<file path="config.mk">
export PLATFORM = sky130hd
export DESIGN_NAME = seg_disp_arbiter
export DESIGN_NICKNAME = d
export VERILOG_FILES = /design/src/rtl/seg_disp_pkg.sv /design/src/rtl/seg_disp_arbiter_rr_pick.sv /design/src/rtl/seg_disp_arbiter.sv
export SDC_FILE = /design/constraint.sdc
export NUM_CORES = 1
export LEC_CHECK = 0
export ABC_AREA = 1
export CAP_MARGIN = 20
export CELL_PAD_IN_SITES_DETAIL_PLACEMENT = 1
export CELL_PAD_IN_SITES_GLOBAL_PLACEMENT = 1
export CORE_MARGIN = 5
export CORE_UTILIZATION = 33
export DETAILED_ROUTE_END_ITERATION = 7
export GPL_TIMING_DRIVEN = 0
export HOLD_SLACK_MARGIN = 0.12
export PLACE_DENSITY = 0.82
export SLEW_MARGIN = 20
export SYNTH_ARGS = -nofsm -noshare
export SYNTH_HDL_FRONTEND = slang
export SYNTH_SLANG_ARGS = --single-unit
</file>
<file path="constraint.sdc">
create_clock -name clk -period 2.8 [get_ports clk]
set_input_delay 0.7 -clock clk [delete_from_list [all_inputs] [get_ports clk]]
set_output_delay 0.7 -clock clk [all_outputs]
set_load 0.01 [all_outputs]
</file>
<file path="src/rtl/seg_disp_pkg.sv">
// ---------------------------------------------------------------------------
// seg_disp_pkg
// Shared types and constants for the six-digit seven-segment display path.
//   state_t      : arbiter FSM states (S_IDLE, S_SHOW)
//   SEG_DIGITS   : number of display digits
//   SEG_NIB_W    : bits per digit nibble
//   SEG_VAL_W    : bits per requester value (SEG_DIGITS * SEG_NIB_W)
//   N_REQ        : number of display requesters (also used by the driver side)
//   onehot_idx() : converts a 3-bit one-hot grant into its requester index
// ---------------------------------------------------------------------------
package seg_disp_pkg;

    typedef enum logic {
        S_IDLE = 1'b0,
        S_SHOW = 1'b1
    } state_t;

    localparam int SEG_DIGITS = 6;
    localparam int SEG_NIB_W  = 4;
    localparam int SEG_VAL_W  = 24;
    localparam int N_REQ      = 3;

    function automatic logic [1:0] onehot_idx(input logic [2:0] oh);
        logic [1:0] idx;
        idx = 2'd0;
        if (oh[1]) idx = 2'd1;
        if (oh[2]) idx = 2'd2;
        return idx;
    endfunction

endpackage

</file>
<file path="src/rtl/seg_disp_arbiter_rr_pick.sv">
// ---------------------------------------------------------------------------
// rr_pick
// Combinational winner selection for the display arbiter.
// Build option: SEG_DISP_ARB_RR_EN
//   defined   : round-robin, search starts at the requester after 'last'
//               and wraps 2 -> 0.
//   undefined : fixed priority, requester 0 highest; 'last' port absent.
// Ports:
//   req   in  3 : level requests
//   last  in  2 : index of the last granted requester (round-robin only)
//   win   out 3 : one-hot winner, zero when no request
//   valid out 1 : at least one request present
// ---------------------------------------------------------------------------
module rr_pick (
    input  logic [2:0] req,
`ifdef SEG_DISP_ARB_RR_EN
    input  logic [1:0] last,
`endif
    output logic [2:0] win,
    output logic       valid
);

    always_comb begin
        win   = 3'b000;
        valid = |req;
`ifdef SEG_DISP_ARB_RR_EN
        // Candidate order is the three requesters rotated to start after 'last'.
        case (last)
            2'd0: begin
                if      (req[1]) win = 3'b010;
                else if (req[2]) win = 3'b100;
                else if (req[0]) win = 3'b001;
            end
            2'd1: begin
                if      (req[2]) win = 3'b100;
                else if (req[0]) win = 3'b001;
                else if (req[1]) win = 3'b010;
            end
            default: begin
                if      (req[0]) win = 3'b001;
                else if (req[1]) win = 3'b010;
                else if (req[2]) win = 3'b100;
            end
        endcase
`else
        if      (req[0]) win = 3'b001;
        else if (req[1]) win = 3'b010;
        else if (req[2]) win = 3'b100;
`endif
    end

endmodule

</file>
<file path="src/rtl/seg_disp_arbiter.sv">
// ---------------------------------------------------------------------------
// seg_disp_arbiter
// Shares the six-digit display between three requesters. A winner's value is
// latched into the hex registers and owns the display for HOLD_CYC cycles;
// at expiry the arbiter re-arbitrates in the same cycle (no idle gap) or
// returns to idle, keeping the last value on the display.
// Build option: SEG_DISP_ARB_RR_EN (round-robin when defined, otherwise
// fixed priority with requester 0 highest).
// Parameters:
//   HOLD_CYC : minimum display ownership in clk cycles (>= 1)
//   N_REQ    : number of requesters (3)
// Ports:
//   clk            in  1  : system clock
//   rst            in  1  : synchronous active-low reset
//   req            in  3  : level requests
//   data0..data2   in  24 : requester values, [3:0] -> digit 0
//   gnt            out 3  : one-hot display owner, zero when idle
//   ack            out 3  : one-cycle pulse when data_i is latched
//   busy           out 1  : high while showing
//   hex0..hex5     out 4  : latched digit nibbles
// ---------------------------------------------------------------------------
module seg_disp_arbiter
    import seg_disp_pkg::*;
#(
    parameter int HOLD_CYC = 30_000_000,
    parameter int N_REQ    = 3
) (
    input  logic        clk,
    input  logic        rst,
    input  logic [2:0]  req,
    input  logic [23:0] data0,
    input  logic [23:0] data1,
    input  logic [23:0] data2,
    output logic [2:0]  gnt,
    output logic [2:0]  ack,
    output logic        busy,
    output logic [3:0]  hex0,
    output logic [3:0]  hex1,
    output logic [3:0]  hex2,
    output logic [3:0]  hex3,
    output logic [3:0]  hex4,
    output logic [3:0]  hex5
);

    localparam int CNT_W = (HOLD_CYC > 1) ? $clog2(HOLD_CYC) : 1;
    localparam logic [CNT_W-1:0] CNT_LOAD = CNT_W'(HOLD_CYC - 1);

    state_t                 state_reg;
    logic [CNT_W-1:0]       cnt_reg;
    logic [2:0]             gnt_reg;
    logic [2:0]             ack_reg;
    logic                   busy_reg;
    logic [SEG_VAL_W-1:0]   hex_reg;

    logic [2:0]             pick_win;
    logic                   pick_valid;
    logic [SEG_VAL_W-1:0]   data_arr   [N_REQ];
    logic [SEG_VAL_W-1:0]   masked_arr [N_REQ];
    logic [SEG_VAL_W-1:0]   sel_data;
    logic [SEG_NIB_W-1:0]   nib        [SEG_DIGITS];

    assign data_arr[0] = data0;
    assign data_arr[1] = data1;
    assign data_arr[2] = data2;

`ifdef SEG_DISP_ARB_RR_EN
    logic [1:0] ptr_reg;

    rr_pick u_pick (
        .req   (req),
        .last  (ptr_reg),
        .win   (pick_win),
        .valid (pick_valid)
    );
`else
    rr_pick u_pick (
        .req   (req),
        .win   (pick_win),
        .valid (pick_valid)
    );
`endif

    // One-hot AND-OR mux of the winner's data.
    generate
        for (genvar gi = 0; gi < N_REQ; gi++) begin : g_mask
            assign masked_arr[gi] = pick_win[gi] ? data_arr[gi] : '0;
        end
    endgenerate

    always_comb begin
        sel_data = '0;
        for (int i = 0; i < N_REQ; i++) begin
            sel_data = sel_data | masked_arr[i];
        end
    end

    // IDLE and SHOW-at-expiry behave identically: grant if anything is
    // requesting, otherwise (re)enter IDLE with the display value kept.
    always_ff @(posedge clk) begin
        if (!rst) begin
            state_reg <= S_IDLE;
            cnt_reg   <= '0;
            gnt_reg   <= '0;
            ack_reg   <= '0;
            busy_reg  <= 1'b0;
            hex_reg   <= '0;
`ifdef SEG_DISP_ARB_RR_EN
            ptr_reg   <= 2'd2;
`endif
        end else begin
            ack_reg <= '0;
            if (state_reg == S_IDLE || cnt_reg == '0) begin
                if (pick_valid) begin
                    state_reg <= S_SHOW;
                    busy_reg  <= 1'b1;
                    gnt_reg   <= pick_win;
                    ack_reg   <= pick_win;
                    hex_reg   <= sel_data;
                    cnt_reg   <= CNT_LOAD;
`ifdef SEG_DISP_ARB_RR_EN
                    ptr_reg   <= onehot_idx(pick_win);
`endif
                end else begin
                    state_reg <= S_IDLE;
                    busy_reg  <= 1'b0;
                    gnt_reg   <= '0;
                end
            end else begin
                cnt_reg <= cnt_reg - 1'b1;
            end
        end
    end

    generate
        for (genvar gi = 0; gi < SEG_DIGITS; gi++) begin : g_nib
            assign nib[gi] = hex_reg[gi*SEG_NIB_W +: SEG_NIB_W];
        end
    endgenerate

    assign gnt  = gnt_reg;
    assign ack  = ack_reg;
    assign busy = busy_reg;
    assign hex0 = nib[0];
    assign hex1 = nib[1];
    assign hex2 = nib[2];
    assign hex3 = nib[3];
    assign hex4 = nib[4];
    assign hex5 = nib[5];

endmodule

</file>
==> summary.md <==
| Metric | Value |
|---|---|
| Run status | `finished, final reports clean` |
| CTS-repair resized insts | `0` |
| Fin Setup TNS | `0 ns` |
| CP required | `3.01 ns` |
| Synth top area share | `0.359` |
| Seq/Total Area, Yosys | `0.359` |
| Core area | `9240 um2` |
| Post-Route WL | `11.9 mm` |
| N_diodes | `0` |
| Die W | `107 um` |
| Pin count of the biggest net entering global routing | `19` |
| Routed WL per cell | `16.2 um` |
| Initial Utilization | `0.338` |
| Final net count | `681` |
| Die area | `11,500 um2` |
| IO Port Bufs | `105` |
| Most frequent cell after synthesis | `nand2_1` |
| CTS sink cnt | `56` |
| Max-Cap Viols | `0` |
| Final HPWL DP | `9.73 mm` |
| Yosys top cell by area | `dfxtp_1` |
| Vias in the first global route | `3,854` |
| Remaining global-route overflow | `0` |
| Final hold viol count | `0` |
| Top FF cell, synth | `dfxtp_1` |
| Chip height | `107 um` |
| CTS max path bufs | `2` |
| Worst-Margin Slew | `0.574 ns` |
| Initial antenna violation count | `0` |
| Fin Clk Skew | `0.00759 ns` |
| Arr. time, crit path | `2.43 ns` |
| Layout cells sized above 1 | `0.0579` |
| Synth warn | `0` |
| Worst Setup End Kind | `flip-flop` |
| Hold Path Class | `reg2reg` |
| GRT Total Usage | `0.206` |
| Final Hold Slack | `0.487 ns` |
| Core Rows | `35` |
| Synth Register Bits | `56` |
| Synthesized net count | `569` |
| Post-synth EDFFs | `0` |
| Placed inst area | `4340 um2` |
| Critical path origin | `cnt_reg[0]$_SDFFE_PN0P_` |
| Design Area, Final | `4430 um2` |
| Setup CP Type | `reg2reg` |
| Power per Cell Area | `433 nW/um2` |
| Avg Cell Area, Syn | `6.37 um2` |
| Synth unique cells | `28` |
| Post-CTS setup buffer count | `0` |
| Hold_sp | `cnt_reg[24]$_SDFFE_PN0P_` |
| Cells after synthesis | `491` |
| Max FFs per register | `25` |
| Time the worst path needs with I/O delays and setup | `2.22 ns` |
| ANT nets after route | `0` |
| I/O Pins | `108` |
| Max IR drop VDD | `0.000232 V` |
| Area delta synth->final | `41.7%` |
| Slew margin rel. | `0.618` |
| Final setup fails | `0` |
| Via count | `3,666` |
| RSZ-0062 raised after global routing | `false` |
| H-tree depth | `2` |
| Synth area leaders | `dfxtp_1, nand2_1, nor2_1` |
| R2R Path Start | `cnt_reg[0]$_SDFFE_PN0P_` |
| CP startpoint kind | `flip-flop` |
| Fin crit share | `0.793` |
| Reg clk slew, reported paths | `0.11 ns` |
| Worst skew pair latency | `0.32 ns` |
| Global-route wire length before repair | `18.9 mm` |
| Via-per-instance ratio | `5.00` |
| CP max FO | `10` |
| CTS Root Cell | `clkbuf_8` |
| CTS tree | `yes` |
| Async set or reset register ratio after synthesis | `0` |
| P_leak | `1.80 nW` |
| Synthesized area | `3130 um2` |
| Max Clock Freq | `0.450 GHz` |
| Placer Congestion | `0.873` |
| Slew Viols, Final | `0` |
| First-pass DRT Iterations | `4` |
| CTS Hold Bufs | `0` |
| Top cells by count, synth | `nand2_1, nor2_1, nand3_1` |
| Drt drc | `0` |
| DRT iter0 DRCs | `85` |
| Total power | `1.92 mW` |
| TritonCTS buffer count | `5` |
==> cells by family (layout without fill, tap and decap cells) <==
family                   after synthesis  in the layout  synth area share
AO/OA/AOI/OAI                         68             68             0.116
XOR/XNOR                               6              6            0.0168
adder cells (fa/ha/maj)                1              1           0.00400
buffers and inverters                 45            158            0.0725
flip-flops                            56             56             0.359
AND/OR/NAND/NOR                      315            315             0.432
==> placed cells by master, fill, tap and decap left out, types with 2 or more instances in the layout <==
cell,n
buf_6,6
nor2_1,96
o21ai_0,29
inv_1,18
clkbuf_1,11
nor2_2,5
nand3_1,68
clkbuf_8,5
o21ai_1,8
buf_1,2
nand2_2,2
o21bai_1,4
dfxtp_1,56
nand3b_1,4
a21oi_1,26
xor2_1,4
xnor2_1,2
nand4_1,8
nor2_4,2
clkdlybuf4s50_1,105
buf_2,5
or2_2,3
nand2_1,125
==> worst paths after layout <==
kind	endpoint	cells past startpoint	slack (ns)
worst max-delay path	hex_reg[14]$_SDFFE_PN0P_	10	0.58
worst min-delay path	cnt_reg[24]$_SDFFE_PN0P_	2	0.49
worst max register to register	hex_reg[14]$_SDFFE_PN0P_	10	0.58
worst min register to register	cnt_reg[24]$_SDFFE_PN0P_	2	0.49
==> per-layer routing <==
metal / GRT usage / up-vias / wire [um]
li1: - / 1827 / -
met2: 0.369 / 94 / 5990
met3: 0.0552 / 13 / 736
met4: 0.0466 / 0 / 130
met5: 0 / - / 0
met1: 0.246 / 1732 / 5030
==> critical path, stage by stage (launching register included) <==
cell	delay (ns)
dfxtp_1	0.35
inv_1	0.16
ha_1	0.32
nand2_2	0.17
nor2_2	0.15
nand2_1	0.12
o21ai_4	0.26
nand2_4	0.14
buf_6	0.17
o21ai_0	0.21
nor2_1	0.06
==> where the power goes <==
part	leakage [nW]	internal, mW	switching [mW]
Clock	0.0445	0.179	0.291
Combinational	1.30	0.258	0.286
Sequential	0.463	0.854	0.0487
==> area by class of cell <==
cell class | count | area [um2]
Clock inverter | 3 | 21.3
Fill cell | 1240 | 4810
Clock buffer | 5 | 68.8
Tap cell | 129 | 161
Sequential cell | 56 | 1120
Multi-Input combinational cell | 390 | 1780
Inverter | 20 | 80.1
Timing Repair Buffer | 105 | 1050
Buffer | 25 | 146
==> through the flow <==
step / setup WS (ns) / utilization / instances
finish: 0.579 / 0.479 / 733
global route: 0.447 / 0.479 / 733
CTS: 0.530 / 0.479 / 733
detailed placement: 0.401 / 0.469 / 725
global placement: 0.448 / 0.469 / 725
floorplan: 0.995 / - / 491
No activity file was read; power rests on OpenSTA's default activity.
